## config.mk

```make
export PLATFORM = sky130hd
export DESIGN_NAME = ulpi_reg_read
export DESIGN_NICKNAME = d
export VERILOG_FILES = /design/src/rtl/ulpi_reg_read.sv
export SDC_FILE = /design/constraint.sdc
export NUM_CORES = 1
export LEC_CHECK = 0
export CORE_MARGIN = 5
export CORE_UTILIZATION = 53
export DETAILED_ROUTE_END_ITERATION = 8
export PLACE_DENSITY_LB_ADDON = 0.2
export SLEW_MARGIN = 5
export SYNTH_ARGS = -nofsm -noshare
export SYNTH_HDL_FRONTEND = slang
export SYNTH_SLANG_ARGS = --single-unit
```

## constraint.sdc

```tcl
create_clock -name clk -period 2.8 [get_ports clk]
set_input_delay 0.84 -clock clk [delete_from_list [all_inputs] [get_ports clk]]
set_output_delay 0.84 -clock clk [all_outputs]
set_load 0.01 [all_outputs]
```

## src/rtl/ulpi_reg_read.sv

```systemverilog
// ---------------------------------------------------------------------------
// ulpi_reg_read
//
// ULPI immediate register-read initiator for a USB3300-class PHY. A one-cycle
// RD request issues the RegRead TX CMD (8'b11_aaaaaa). The block then follows
// the NXT/DIR turnaround handshake, captures the byte the PHY returns and
// presents it with a one-cycle `valid` strobe.
//
// A PHY-initiated abort (DIR rising while the command is on the bus, or DIR
// falling where read data is expected) re-issues the same command, up to
// RETRY_MAX times. Running out of retries, or waiting too long in any
// handshake state, ends the read with a one-cycle `error` strobe.
//
// Parameters
//   RETRY_MAX    re-issues allowed after aborts before `error` (0 = none)
//   TIMEOUT      max cycles spent waiting in one handshake state
//
// Ports
//   clk          ULPI 60 MHz clock, rising edge
//   rst          asynchronous reset, active low
//   RD           read request strobe, accepted only while busy = 0
//   ADDR         6-bit register address, latched with RD
//   DATA         last captured register value
//   valid        one-cycle pulse when DATA is updated
//   error        one-cycle pulse when the read fails
//   busy         high from RD acceptance until valid/error
//   DIR, NXT     PHY direction / next handshake inputs
//   ULPI_DATA_I  ULPI data bus as driven by the PHY
//   ULPI_DATA_O  link-driven ULPI data (TX CMD)
//   ULPI_OE      link output enable for the shared data bus
// ---------------------------------------------------------------------------
module ulpi_reg_read #(
  parameter int RETRY_MAX = 3,
  parameter int TIMEOUT   = 255
) (
  input  logic       clk,
  input  logic       rst,
  input  logic       RD,
  input  logic [5:0] ADDR,
  output logic [7:0] DATA,
  output logic       valid,
  output logic       error,
  output logic       busy,
  input  logic       DIR,
  input  logic       NXT,
  input  logic [7:0] ULPI_DATA_I,
  output logic [7:0] ULPI_DATA_O,
  output logic       ULPI_OE
);

  localparam int TMO_W = $clog2(TIMEOUT + 1);
  localparam int RTY_W = (RETRY_MAX > 0) ? $clog2(RETRY_MAX + 1) : 1;

  // A wait state gives up on the edge that would take the counter to TIMEOUT.
  localparam logic [TMO_W-1:0] TMO_LAST = TMO_W'(TIMEOUT - 1);

  typedef enum logic [2:0] {
    IDLE,
    WAIT_BUS,
    CMD,
    TURN1,
    RDATA,
    TURN2,
    ABORT
  } state_t;

  state_t           state;
  logic [5:0]       addr_q;
  logic [RTY_W-1:0] retry_cnt;
  logic [TMO_W-1:0] tmo_cnt;

  logic tmo_hit;
  logic retry_ok;

  assign tmo_hit  = (tmo_cnt == TMO_LAST);
  assign retry_ok = (int'(retry_cnt) < RETRY_MAX);

  // NOTE: ULPI_OE is a combinational function of the registered state and
  // the live DIR pin. When the PHY grabs the bus mid-command, the link
  // releases the bus in that same cycle instead of one clock later. Both
  // outputs are fully assigned in every state, so no latch can form.
  assign ULPI_OE     = (state == CMD) && !DIR;
  assign ULPI_DATA_O = (state == CMD) ? {2'b11, addr_q} : 8'h00;

  // NOTE: all state and registered outputs use non-blocking assignments, so
  // every branch reads the values from before the edge. That ordering is
  // what lets valid/error be cleared by default at the top of the block and
  // then set in one branch, without a race.
  always_ff @(posedge clk or negedge rst) begin
    if (!rst) begin
      state     <= IDLE;
      addr_q    <= '0;
      retry_cnt <= '0;
      tmo_cnt   <= '0;
      DATA      <= 8'h00;
      valid     <= 1'b0;
      error     <= 1'b0;
      busy      <= 1'b0;
    end else begin
      valid <= 1'b0;
      error <= 1'b0;

      unique case (state)
        IDLE: begin
          if (RD) begin
            addr_q    <= ADDR;
            retry_cnt <= '0;
            tmo_cnt   <= '0;
            busy      <= 1'b1;
            state     <= WAIT_BUS;
          end
        end

        // The PHY may be streaming RX CMDs; the command can only start once
        // it hands the bus back.
        WAIT_BUS: begin
          if (!DIR) begin
            tmo_cnt <= '0;
            state   <= CMD;
          end else if (tmo_hit) begin
            tmo_cnt <= '0;
            error   <= 1'b1;
            busy    <= 1'b0;
            state   <= IDLE;
          end else begin
            tmo_cnt <= tmo_cnt + TMO_W'(1);
          end
        end

        // DIR wins over NXT: a PHY that asserts both has aborted the command.
        CMD: begin
          if (DIR) begin
            tmo_cnt <= '0;
            state   <= ABORT;
          end else if (NXT) begin
            tmo_cnt <= '0;
            state   <= TURN1;
          end else if (tmo_hit) begin
            tmo_cnt <= '0;
            error   <= 1'b1;
            busy    <= 1'b0;
            state   <= IDLE;
          end else begin
            tmo_cnt <= tmo_cnt + TMO_W'(1);
          end
        end

        // First DIR-high cycle is the bus turnaround; no data on it.
        TURN1: begin
          if (DIR) begin
            tmo_cnt <= '0;
            state   <= RDATA;
          end else if (tmo_hit) begin
            tmo_cnt <= '0;
            error   <= 1'b1;
            busy    <= 1'b0;
            state   <= IDLE;
          end else begin
            tmo_cnt <= tmo_cnt + TMO_W'(1);
          end
        end

        // Single-cycle state. If DIR dropped, the PHY abandoned the read.
        RDATA: begin
          tmo_cnt <= '0;
          if (DIR) begin
            DATA  <= ULPI_DATA_I;
            state <= TURN2;
          end else begin
            state <= ABORT;
          end
        end

        TURN2: begin
          if (!DIR) begin
            tmo_cnt <= '0;
            valid   <= 1'b1;
            busy    <= 1'b0;
            state   <= IDLE;
          end else if (tmo_hit) begin
            tmo_cnt <= '0;
            error   <= 1'b1;
            busy    <= 1'b0;
            state   <= IDLE;
          end else begin
            tmo_cnt <= tmo_cnt + TMO_W'(1);
          end
        end

        // Retry with the address latched at acceptance once the PHY
        // releases the bus.
        ABORT: begin
          if (!DIR) begin
            tmo_cnt <= '0;
            if (retry_ok) begin
              retry_cnt <= retry_cnt + RTY_W'(1);
              state     <= CMD;
            end else begin
              error <= 1'b1;
              busy  <= 1'b0;
              state <= IDLE;
            end
          end else if (tmo_hit) begin
            tmo_cnt <= '0;
            error   <= 1'b1;
            busy    <= 1'b0;
            state   <= IDLE;
          end else begin
            tmo_cnt <= tmo_cnt + TMO_W'(1);
          end
        end

        default: begin
          tmo_cnt <= '0;
          busy    <= 1'b0;
          state   <= IDLE;
        end
      endcase
    end
  end

endmodule

```

Word-level counts from Yosys, hierarchy flattened
Index checks and enable logic that the tools add are counted. Widths: inputs -> output; s select.

Register bits: 30. Bits in latches: 0. Bits in writable memories: 0. ROM bits: 0. Input port bits: 19. Output and inout bits: 20. Word-level logic and storage cells: 80. Memories: 0.

Add/subtract/negate cells: 2. $mul: 0. Div/mod/pow operators: 0. Magnitude comparators: 1. Eq/ne operators: 15. Shift-type cells: 0. Multiplexer cells: 43. Bitwise gates (word level): 1. Reductions and logical operators: 10.

Operators with widths (count): $mux 8 (7); $pmux 8 s4 (1); $mux 3 (8); $pmux 3 s7 (1); $mux 1 (18); $ne 2x2->1 const B (7); $mux 2 (5); $eq 3x3->1 const B (3); $add 8x1->8 const B (1); $eq 8x8->1 const B (1); $pmux 1 s7 (1); $reduce_and 7->1 (1); $eq 3x2->1 const B (2); $pmux 1 s4 (1); $pmux 2 s2 (1); $reduce_and 2->1 (2); $reduce_and 4->1 (1); $eq 3x1->1 const B (1); $logic_not 3->1 (1); $ne 3x3->1 const B (1); $reduce_or 3->1 (1); $add 2x1->2 const B (1); $lt 2x2->1 const B (1); $reduce_bool 2->1 (1); other kinds (4) (4).

Longest topological paths before layout
Gate-level depths: netlist of the first run.

Word-level depth: 5. Depth in mapped cells: 7. Gate-level depth less buffers: 6.

Least setup slack after synthesis of the first run
OpenSTA, ideal clock, no wires.

Path kind: input to output. Start: input port DIR. End: output port ULPI_OE. Arrival: 1.339 ns. Data required time: 1.960 ns. Setup slack: 0.621 ns. Stages on the path: 2. Buffers on the path: 1. Path through: clkbuf_1 nor3_1.

Word-level cells in the longest chain between the ends: 2.

RTL lines: from (decl) (line 44) `input logic DIR,`; $logic_not 1->1; $logic_and 1x1->1 (line 82) `assign ULPI_OE = (state == CMD) && !DIR;`; to (decl) (line 48) `output logic ULPI_OE`.

Every way passes these cells.

Final worst setup path of the first run
Start: register state[0]. End: output port ULPI_DATA_O[5].

Word-level cells in the longest chain between the ends: 2.

RTL lines: from (decl) (line 67) `state_t state;`; from (signal assigned) (line 91) `state <= IDLE;`; from (signal assigned) (line 110) `state <= WAIT_BUS;`; from (signal assigned) (line 119) `state <= CMD;`; $eq 3x2->1 (line 83) `assign ULPI_DATA_O = (state == CMD) ? {2'b11, addr_q} : 8'h00;`; $mux 8 (line 83); to (decl) (line 47) `output logic [7:0] ULPI_DATA_O,`.

Every way passes these cells.

==> run metrics, run 1 <==
outcome=complete, no violations; Net Count, Synth=between 150 and 200; cell count along the critical path=4; total power=2.05 mW; first-pass GRT wire length=6.29 mm; width of the die=65.7 microns; largest net degree at the start of global routing=31; critical path launch point type=flop; DR top layer=met4; core area=around 3000 sq um; syn avg cell area=approximately 10 sq um; Post-Synth Adder-Cell Area=~2.3%; Logic pwr share=a little over half; Clock Latency Late Sink=0.32 ns; dpl cells=approximately 240; ANT cells=0; Post-synth EDFFs=0; Slowest-stage cell, CP=clkdlybuf4s50_1; max_cap viols=0; met2 WL=1.83 mm; async set-reset flop share out of synthesis=100%; ys flop type=dfrtp_1; cell taking the most area after synthesis=dfrtp_1; XOR/XNOR Fraction of Synth Area=0.532%; number of global-route vias before repair=1386; YS warnings=0; Setup Skew=roughly 0.0027 ns; CP delay by family, top=simple AND/OR/NAND/NOR gates; reg-to-reg startpoint=state[2]; Min-Delay Path Class=reg -> reg; count leader, synth=dfrtp_1; power share of the clock group=around an eighth; clock root cell=clkbuf_4; flops & latches, synth=30; largest family of logic cells by synthesized area=simple AND/OR/NAND/NOR gates; VDD IR max=between 0.0005 and 0.0006 V; placed cell area=about 2100 sq um; die area=approximately 4300 sq um; critical path class=reg -> out; reg2reg setup slack=just over 1 ns; first drt pass iteration count=5; Antenna Nets Post-Route=0; Critical Path Start=state[0]; crit path DAT=1.86 ns; CTS tree=yes; GPL Wtd Cong=roughly 0.86; Tightest Pin Transition=around 0.55 ns; simple-gate portion of the synthesized area=24.2%; vias=1397; final hold vios=0; IO Count=39; leak pwr=slightly below 0.9 nW; post-route cell area=2170 sq um; leading cell types by total area after synthesis=dfrtp_1 46%, mux2_2 6.8%, a31oi_1 3.8%, and2_1 3.0%, mux2_1 2.7%; internal power=about 1.3 mW; CP Buf/Inv Count=1; share of layout cells above drive strength 1=between 10% and 20%; Post-Place Setup Slack=-0.0405 ns; Clock Sinks=30; Die Height=between 60 and 70 microns; met1 WL=approximately 1.6 mm; Cell variety after synth=42; Post-Synthesis Cell Area=1650 sq um; Switching Fraction=a little under two fifths; Critical Path Fanout Max=5; Final Net Count=between 200 and 250; PortBufs=38; H-tree depth=2; crit-path cells=nand2b_2 > nor2_2 > and2_1 > clkdlybuf4s50_1; mux cell area share after synthesis=10.8%; kind of end point of the critical path=primary output; Layout area overhead=32.0%; period utilization=96.5%; Slew Limit Fails=0; antenna violations before repair=0; RR Endpoint=tmo_cnt[3]; post-DR wirelength/cell=~15 microns; Starting Density=between 50% and 60%; Layout Cells excl Fill=~250; critical path's largest stage delay=roughly 0.53 ns; Worst Setup EP=ULPI_DATA_O[5]; sequential cell area fraction in the yosys report=45.6%; CP required=1.96 ns; power per cell area=~940 nW/um^2; total net switching power=between 0.7 and 0.8 mW; Clk pin slew, worst setup/hold paths=0.10 ns; post-route core utilization=a little under three quarters; sequential group share of total power=33.6%; Rel. slew slack=between 60 and 70%; Met3 Routed Length=a little over 300 microns; Max Freq=about 370 MHz; post-route DRC violation count=0; Vias/cell=5.63; # rows=20; Final WS setup=slightly below 0.1 ns; FF-to-FF path depth=5; share of the synthesized area in the top cell type=45.6%; DR iter-0 viols=a little under 80; clk buf depth=2; Synth Instances=roughly 160; total grt overflow=0; DRT Wirelength=3.71 mm; Final min period=2.70 ns; Global Route Usage Sum=about a fifth; compound-gate portion of the synthesized area=between 10% and 20%; top cells by count, synth=30 x dfrtp_1, 12 x nand2_1, 10 x a31oi_1, 10 x mux2_2, 8 x and2_1; Hold Path Cell Cnt=1; Final setup violation count=0; TritonCTS Buffers=5; Post-DP HPWL=between 2 and 3 mm
worst min-delay path by stage:
stage / startpoint / endpoint / slack, ns
6_report: DATA[7] / DATA[7] / 0.50
4_1_cts: DATA[7] / DATA[7] / 0.50
5_1_grt: retry_cnt[0] / retry_cnt[0] / 0.53
2_1_floorplan: retry_cnt[0] / retry_cnt[0] / 0.46
3_3_place_gp: busy / busy / 0.46
3_5_place_dp: DATA[7] / DATA[7] / 0.48
per-layer routing:
layer	track usage, %	up-vias
li1	-	660
met1	22.4	677
met2	31.0	58
met3	7.69	2
met4	5.44	0
met5	0	-
registers in the layout, summed over array words and instances (netlist names):
| name | cells |
|---|---|
| DATA | 8 |
| tmo_cnt | 8 |
| addr_q | 6 |
| state | 3 |
| retry_cnt | 2 |
| busy | 1 |
| error | 1 |
| valid | 1 |
kinds of logic after synthesis:
logic type | Yosys count
multiplexers | 16
AO/OA/AOI/OAI | 33
adder cells (fa/ha/maj) | 3
buffers and inverters | 15
AND/OR/NAND/NOR | 59
flip-flops | 30
XOR/XNOR | 1
cell usage in the layout (no fill, tap or decap), types with 2 or more instances in the layout:
cell type and n:
nor3_4 2, mux2_1 4, nand2b_1 3, and2_1 8, inv_1 7, o21ai_0 3
clkbuf_4 5, and3_1 2, nor3b_1 2, o22ai_1 5, nand3_1 4, dfrtp_1 30
a31oi_1 10, nor2_1 4, buf_4 8, o21ai_1 6, nor2b_1 5, ha_1 3
nand4_1 2, nand2_1 12, nor3_1 2, mux2_2 10, nand3b_1 2, clkdlybuf4s50_1 37
a21oi_1 3, mux2i_1 2
per-stage QoR:
| step | TNS (ns) | hold slack [ns] |
|---|---|---|
| 3_3_place_gp | -0.0377 | 0.464 |
| 2_1_floorplan | 0 | 0.456 |
| 6_report | 0 | 0.495 |
| 5_1_grt | -0.000572 | 0.528 |
| 4_1_cts | 0 | 0.500 |
| 3_5_place_dp | -0.0405 | 0.478 |
cell type report:
type	count	area, sq um
fill	243	855
multi-input combinational	113	842
sequential	30	751
timing repair buffer	46	439
clock buffer	7	55.1
tap	44	55.1
inverter	7	26.3
clock inverter	1	5.00
worst register-to-register path, cell delays in order, from the launching register on:
cell and delay, ns:
dfrtp_1 0.44, buf_4 0.21, or4b_4 0.54, nand4_4 0.18, nand2_2 0.12, o22ai_1 0.22
power groups by stage:
stage | combinational, mW | sequential [mW] | clock, mW
final | 1.09 | 0.688 | 0.273
after global routing | 1.19 | 0.709 | 0.310
after CTS | 1.04 | 0.684 | 0.281
after detailed placement | 1.03 | 0.688 | 0
after global placement | 0.993 | 0.672 | 0
after floorplan | 0.604 | 0.709 | 0
repair_timing:
| item | in CTS | in global routing |
|---|---|---|
| setup buffers | 0 | 3 |
| setup endpoints to repair | 9 | 6 |
| pin swaps | 0 | 1 |
| gates resized for setup | 3 | 1 |
| cloned | 0 | 1 |
| endpoints found under the hold margin | 0 | 0 |
| hold buffers | 0 | 0 |
(Power assumes the default switching activity.)
==> inputs of run 2 (changes only) <==
==> constraint.sdc (replaced) <==
create_clock -name clk -period 2.8 [get_ports clk]
set_input_delay 0.7 -clock clk [delete_from_list [all_inputs] [get_ports clk]]
set_output_delay 0.7 -clock clk [all_outputs]
set_load 0.01 [all_outputs]
==> run 2 against run 1 <==
Global-route usage increased by 0.86 points. Final cell count decreased by 1.6%. Clock power increased by 3%. Critical path depth unchanged. Combinational power decreased by 6%. Via count decreased by 1.9%. Utilization decreased by 0.99 points. Cell area decreased by 1.4%. Maximum frequency increased by 4.2%. Critical path type unchanged. Highest routed layer unchanged.
==> run metrics, run 2 (same netlist as run 1, synthesis figures left out) <==
number of global-route vias before repair=1363 (was 1386); first-pass GRT wire length=6.38 mm (was 6.29 mm); outcome=complete, no violations (unchanged); Final min period=2.59 ns (was 2.70 ns); post-route DRC violation count=0 (unchanged); unrepaired setup endpoints after global routing=no; Clk pin slew, worst setup/hold paths=0.09 ns (was 0.10 ns); kind of end point of the critical path=primary output (unchanged); ANT cells=0 (unchanged); Global Route Usage Sum=19.7% (was 18.8%); Starting Density=54.4% (unchanged); largest registers=DATA: 8 flops, tmo_cnt: 8 flops, addr_q: 6 flops (unchanged); Slew Limit Fails=0 (unchanged); clock root cell=clkbuf_4 (unchanged); hold bufs inserted after CTS=0 (unchanged); first drt pass iteration count=4 (was 5); VDD IR max=0.000532 V (was 0.000579 V); WHS=0.495 ns (about the same); Antenna Nets Post-Route=0 (unchanged); Max Freq=386 MHz (was 370 MHz); Tightest Pin Transition=0.539 ns (was 0.549 ns); commonest non-fill, non-tap cell in the layout=clkdlybuf4s50_1 (unchanged); Layout fillers=246 (was 243); setup TNS after final layout=0 ns (unchanged); total power=1.99 mW (was 2.05 mW); core area=3030 sq um (unchanged); share of layout cells above drive strength 1=14.5% (was 16.7%); crit path DAT=1.89 ns (was 1.86 ns); Rel. slew slack=63.8% (was 63.1%); Final setup violation count=0 (unchanged); antenna violations before repair=0 (unchanged); IO Count=39 (unchanged); most frequent cells in the layout=38 x clkdlybuf4s50_1, 30 x dfrtp_1, 12 x nand2_1 (was 37 x clkdlybuf4s50_1, 30 x dfrtp_1, 12 x nand2_1); die area=4320 sq um (unchanged); Clock Sinks=30 (unchanged); largest net degree at the start of global routing=31 (unchanged); H-tree depth=2 (unchanged); CTS tree=yes (unchanged); total grt overflow=0 (unchanged); Vias/cell=5.62 (was 5.63); Critical Path Fanout Max=9 (was 5); DR iter-0 viols=128 (was 78); sequential cell area=751 sq um (unchanged); FF-to-FF path depth=5 (unchanged); final hold vios=0 (unchanged); CP required=2.10 ns (was 1.96 ns); vias=1371 (was 1397); # rows=20 (unchanged); power per cell area=928 nW/um^2 (was 942 nW/um^2); critical path class=reg -> out (unchanged); critical path launch point type=flop (unchanged); Hold Path Cell Cnt=1 (unchanged); max_cap viols=0 (unchanged); DRT Wirelength=3.63 mm (was 3.71 mm); GPL Wtd Cong=0.829 (was 0.858); period utilization=92.6% (was 96.5%); Setup Skew=0.0144 ns (was 0.00268 ns); width of the die=65.7 microns (unchanged); clk buf depth=2 (unchanged); TritonCTS Buffers=5 (unchanged); Final Net Count=221 (was 225); Die Height=65.7 microns (unchanged); leak pwr=0.869 nW (was 0.890 nW); Min-Delay Path Class=reg -> reg (unchanged); Post-DP HPWL=2.52 mm (was 2.60 mm); Layout area overhead=30.2% (was 32.0%); PortBufs=38 (unchanged); post-route core utilization=70.8% (was 71.8%); post-DR wirelength/cell=14.9 microns (was 15.0 microns); Clock Latency Late Sink=0.35 ns (was 0.32 ns); multi-input gate area in the final layout=833 sq um (was 842 sq um)
==> run 2: cell types whose count changed in the layout (fill, tap and decap cells not counted), sizes merged <==
cell	delta
nor2	-1
buf	-3
dlygate4sd2	-1
clkdlybuf4s50	+1
==> run 2: area by class of cell <==
type                            count  share of cell area (%)
Inverter                            7                    1.23
Clock buffer                        7                    2.57
Timing Repair Buffer               43                    19.5
Multi-Input combinational cell    112                    38.9
Sequential cell                    30                    35.0
Tap cell                           44                    2.57
Clock inverter                      1                   0.234
==> run 2: critical path: stages, from the launching register on <==
cell and delay (ns):
dfrtp_1 0.39, nand2b_1 0.23, nor2_4 0.22, and2_1 0.17, clkdlybuf4s50_1 0.54
==> run 2: report_power, final <==
part / leakage, nW / total (mW) / internal [mW] / switching (mW)
Combinational: 0.455 / 1.03 / 0.536 / 0.491
Clock: 0.0353 / 0.281 / 0.121 / 0.160
Sequential: 0.379 / 0.681 / 0.590 / 0.0903
Total: 0.869 / 1.99 / 1.25 / 0.741
==> run 2: through the flow <==
stage / std cells / cell area [sq um] / setup WS, ns
2_1_floorplan: 157 / 1650 / 0.901
3_3_place_gp: 236 / 2080 / 0.242
3_5_place_dp: 236 / 2080 / 0.241
4_1_cts: 244 / 2140 / 0.0930
5_1_grt: 244 / 2140 / 0.0901
6_report: 244 / 2140 / 0.208
==> run 2: what timing repair did <==
item,in CTS,in global routing
gates resized for setup,1,1
hold endpoints to repair,0,0
setup endpoints to repair,6,1
setup buffers,0,0
==> run 2: worst paths after layout <==
path / from / end / slack [ns]
setup / recovery: state[0] / ULPI_DATA_O[3] / 0.21
setup reg to reg: state[2] / tmo_cnt[3] / 1.06
min in group asynchronous: rst / tmo_cnt[2] / 0.72
max in group asynchronous: rst / DATA[1] / 1.79
hold / removal: busy / busy / 0.50
hold reg to reg: busy / busy / 0.50
==> run 2: routing by layer <==
metal / GRT usage (%) / share of wire (%)
met1: 23.9 / 43
met2: 30.7 / 46
met3: 9.06 / 9.5
met4: 6.74 / 1.7
met5: 0 / 0
==> RTL change (config.mk and constraints of run 2) <==
Register the inputs `RD`, `ADDR`, `DIR`, `NXT` and `ULPI_DATA_I` before use, cleared by the reset. The logic sees them one clock later. Comments in the files are not updated.
--- a/src/rtl/ulpi_reg_read.sv
+++ b/src/rtl/ulpi_reg_read.sv
@@ -65,4 +65,26 @@
   } state_t;
 
+  logic RD_q;
+  logic [5:0] ADDR_q;
+  logic DIR_q;
+  logic NXT_q;
+  logic [7:0] ULPI_DATA_I_q;
+
+  always_ff @(posedge clk or negedge rst) begin
+    if (!rst) begin
+      RD_q          <= '0;
+      ADDR_q        <= '0;
+      DIR_q         <= '0;
+      NXT_q         <= '0;
+      ULPI_DATA_I_q <= '0;
+    end else begin
+      RD_q          <= RD;
+      ADDR_q        <= ADDR;
+      DIR_q         <= DIR;
+      NXT_q         <= NXT;
+      ULPI_DATA_I_q <= ULPI_DATA_I;
+    end
+  end
+
   state_t           state;
   logic [5:0]       addr_q;
@@ -80,5 +102,5 @@
   // releases the bus in that same cycle instead of one clock later. Both
   // outputs are fully assigned in every state, so no latch can form.
-  assign ULPI_OE     = (state == CMD) && !DIR;
+  assign ULPI_OE     = (state == CMD) && !DIR_q;
   assign ULPI_DATA_O = (state == CMD) ? {2'b11, addr_q} : 8'h00;
 
@@ -103,6 +125,6 @@
       unique case (state)
         IDLE: begin
-          if (RD) begin
-            addr_q    <= ADDR;
+          if (RD_q) begin
+            addr_q    <= ADDR_q;
             retry_cnt <= '0;
             tmo_cnt   <= '0;
@@ -115,5 +137,5 @@
         // it hands the bus back.
         WAIT_BUS: begin
-          if (!DIR) begin
+          if (!DIR_q) begin
             tmo_cnt <= '0;
             state   <= CMD;
@@ -130,8 +152,8 @@
         // DIR wins over NXT: a PHY that asserts both has aborted the command.
         CMD: begin
-          if (DIR) begin
+          if (DIR_q) begin
             tmo_cnt <= '0;
             state   <= ABORT;
-          end else if (NXT) begin
+          end else if (NXT_q) begin
             tmo_cnt <= '0;
             state   <= TURN1;
@@ -148,5 +170,5 @@
         // First DIR-high cycle is the bus turnaround; no data on it.
         TURN1: begin
-          if (DIR) begin
+          if (DIR_q) begin
             tmo_cnt <= '0;
             state   <= RDATA;
@@ -164,6 +186,6 @@
         RDATA: begin
           tmo_cnt <= '0;
-          if (DIR) begin
-            DATA  <= ULPI_DATA_I;
+          if (DIR_q) begin
+            DATA  <= ULPI_DATA_I_q;
             state <= TURN2;
           end else begin
@@ -173,5 +195,5 @@
 
         TURN2: begin
-          if (!DIR) begin
+          if (!DIR_q) begin
             tmo_cnt <= '0;
             valid   <= 1'b1;
@@ -191,5 +213,5 @@
         // releases the bus.
         ABORT: begin
-          if (!DIR) begin
+          if (!DIR_q) begin
             tmo_cnt <= '0;
             if (retry_ok) begin
Check against the original RTL: not equivalent (a bounded check fails within 4 cycles, from zero or initial values and one cycle with rst low).
==> RTL change against run 2 <==
- total power grew 15%
- global-route usage shrank 1.8 points
- final area is 19% higher
- die area is 20% higher
- largest cell class is now sequential cells
- area after synthesis up 24%
- routed wire length grew 15%
- maximum frequency is 1.2% lower
- sequential share of layout area increased by 11 points
- sequential cell count up 17
- setup slack got worse by 0.031 ns
- critical endpoint is now ULPI_DATA_O[5]
==> RTL change: results (changes against run 2) <==
switching share of power: 33.5% (-3.7 points)
clock transition time at the flip-flop clock pins of the worst setup and hold paths: 0.09 ns (about the same)
vias in the first global route: 1584 (+16%)
first-pass GRT wire length: 7.18 mm (+13%)
latest clock arrival within the worst-skew pair: 0.30 ns (-0.05 ns)
average wire length per cell after detail routing: 15.9 um (+7.1%)
syn_nets: 196 (+9.5%)
launch instance of the worst register-to-register path: state[0]
Critical path destination: ULPI_DATA_O[5]
number of buffers created by CTS: 5 (unchanged)
post-detailed-placement half-perimeter wirelength: 2.95 mm (+17%)
Clock Root Buffer: sky130_fd_sc_hd__clkbuf_8
Reg-to-Reg End: tmo_cnt[2]
IO buf count: 38 (unchanged)
instance area at placement: 2450 sq um (+18%)
fraction of registers with async set or reset after synthesis: 100% (unchanged)
Via Count: 1507 (+9.9%)
CTS HTree Levels: 2 (unchanged)
fraction of final layout cells with drive strength greater than 1: 14.5% (about the same)
WP data arrival: 1.92 ns (+0.03 ns)
final weighted congestion in routability-driven placement: 0.809 (-2.4%)
met3 layer wire length in the routed design: 306 um (-11%)
number of buffers between clock root and the deepest sink: 2 (unchanged)
critical path fanouts, max: 9 (unchanged)
outcome: complete, no violations
Filler cells: 285 (+16%)
leading cell types by count after synthesis: sky130_fd_sc_hd__dfrtp_1 (47), sky130_fd_sc_hd__mux2_2 (14), sky130_fd_sc_hd__nand2_1 (12), sky130_fd_sc_hd__o21ai_0 (12), sky130_fd_sc_hd__a21oi_1 (7)
type of the worst min-delay path: in -> async
number of diodes: 0 (unchanged)
cells taking the most area after synthesis: sky130_fd_sc_hd__dfrtp_1 (58%), sky130_fd_sc_hd__mux2_2 (7.7%), sky130_fd_sc_hd__o21ai_0 (2.9%), sky130_fd_sc_hd__nand2_1 (2.2%), sky130_fd_sc_hd__and2_1 (1.8%)
Top Registers: DATA: 8 flops, ULPI_DATA_I_q: 8 flops, tmo_cnt: 8 flops
launching element of the worst setup path: state[2]
wire length the detailed router placed on met1: 1.67 mm (+7.2%)
share of synthesized area occupied by flip-flops and latches: 57.6% (+12 points)
largest net degree at the start of global routing: 48 (+55%)
Layout Nets: 235 (+6.3%)
Storage cell area: 1180 sq um (+57%)
R2R cell count: 5 (unchanged)
slew of the pin with the lowest slew margin: 0.668 ns (+0.128 ns)
Pleak: 1.07 nW (+23%)
Fin Clk Skew: 0.00895 ns (-0.00544 ns)
reg-to-reg slack, setup: 1.01 ns (-0.05 ns)
buffers inserted by post-CTS timing repair: 0 (unchanged)
1st-iter DRT viols: 238 (+86%)
peak supply drop: 0.494 mV (-7.3%)
initial antenna violation count: 0 (unchanged)
Post-synth top flop: sky130_fd_sc_hd__dfrtp_1
amount of wire on met2 after detailed routing: 2.10 mm (+26%)
DRT Pass-1 Iters: 5 (+1)
Total GRT Usage: 17.8% (-1.8 points)
==> RTL change: worst min path at each step <==
stage                                start  slack [ns]    endpoint
after floorplan                        rst        0.40   ADDR_q[0]
after global placement           ADDR_q[5]        0.46   addr_q[5]
final                                  rst        0.47  tmo_cnt[4]
after detailed placement  ULPI_DATA_I_q[3]        0.46     DATA[3]
after global routing      ULPI_DATA_I_q[0]        0.51     DATA[0]
after CTS                 ULPI_DATA_I_q[3]        0.48     DATA[3]
==> RTL change: per-stage QoR <==
stage | std cells | setup slack, ns
after CTS | 262 | 0.152
after global placement | 254 | 0.374
final | 262 | 0.177
after floorplan | 174 | 0.790
after global routing | 262 | 0.0863
after detailed placement | 254 | 0.325
==> RTL change: repair_timing <==
item,4_1_cts,5_1_grt
setup endpoints to repair,4,0
gates resized for setup,1,0
hold endpoints to repair,0,0
==> RTL change: area by class of cell <==
| class | count | area share (%) |
|---|---|---|
| Sequential cell | 47 | 46.1 |
| Tap cell | 48 | 2.36 |
| Clock inverter | 1 | 0.343 |
| Multi-Input combinational cell | 111 | 31.0 |
| Timing Repair Buffer | 42 | 15.9 |
| Inverter | 6 | 0.883 |
| Clock buffer | 7 | 3.39 |
==> RTL change: cell families after synthesis <==
family	count (synthesis)	synth area share, %
muxes	14	7.72
buffers and inverters	16	3.80
AOI/OAI and AO/OA	39	12.5
and+or+nand+nor	51	14.8
DFF	47	57.6
adders and majority gates	3	1.84
xor gates and xnor gates	4	1.72
==> RTL change: power groups by stage <==
stage               Sequential (W)  Combinational [W]  Clock, W
finish                    0.000941           0.000916  0.000421
global route              0.000962           0.000993  0.000464
CTS                       0.000943           0.000919  0.000434
detailed placement        0.000950           0.000908         0
global placement          0.000937           0.000871         0
floorplan                 0.000958           0.000527         0
==> RTL change: worst register-to-register path, stage by stage, from the launching register on <==
cell and delay [ns]:
sky130_fd_sc_hd__dfrtp_1 0.41, sky130_fd_sc_hd__buf_4 0.21, sky130_fd_sc_hd__nand3b_1 0.24, sky130_fd_sc_hd__a21oi_1 0.37, sky130_fd_sc_hd__o21ai_1 0.24, sky130_fd_sc_hd__o221ai_1 0.24
==> RTL change: per-layer routing <==
metal  vias to the layer above  GRT usage [%]
met1                       724           21.1
met3                        12           5.82
met4                         0           8.35
met5                         -              0
li1                        691              -
met2                        80           29.3
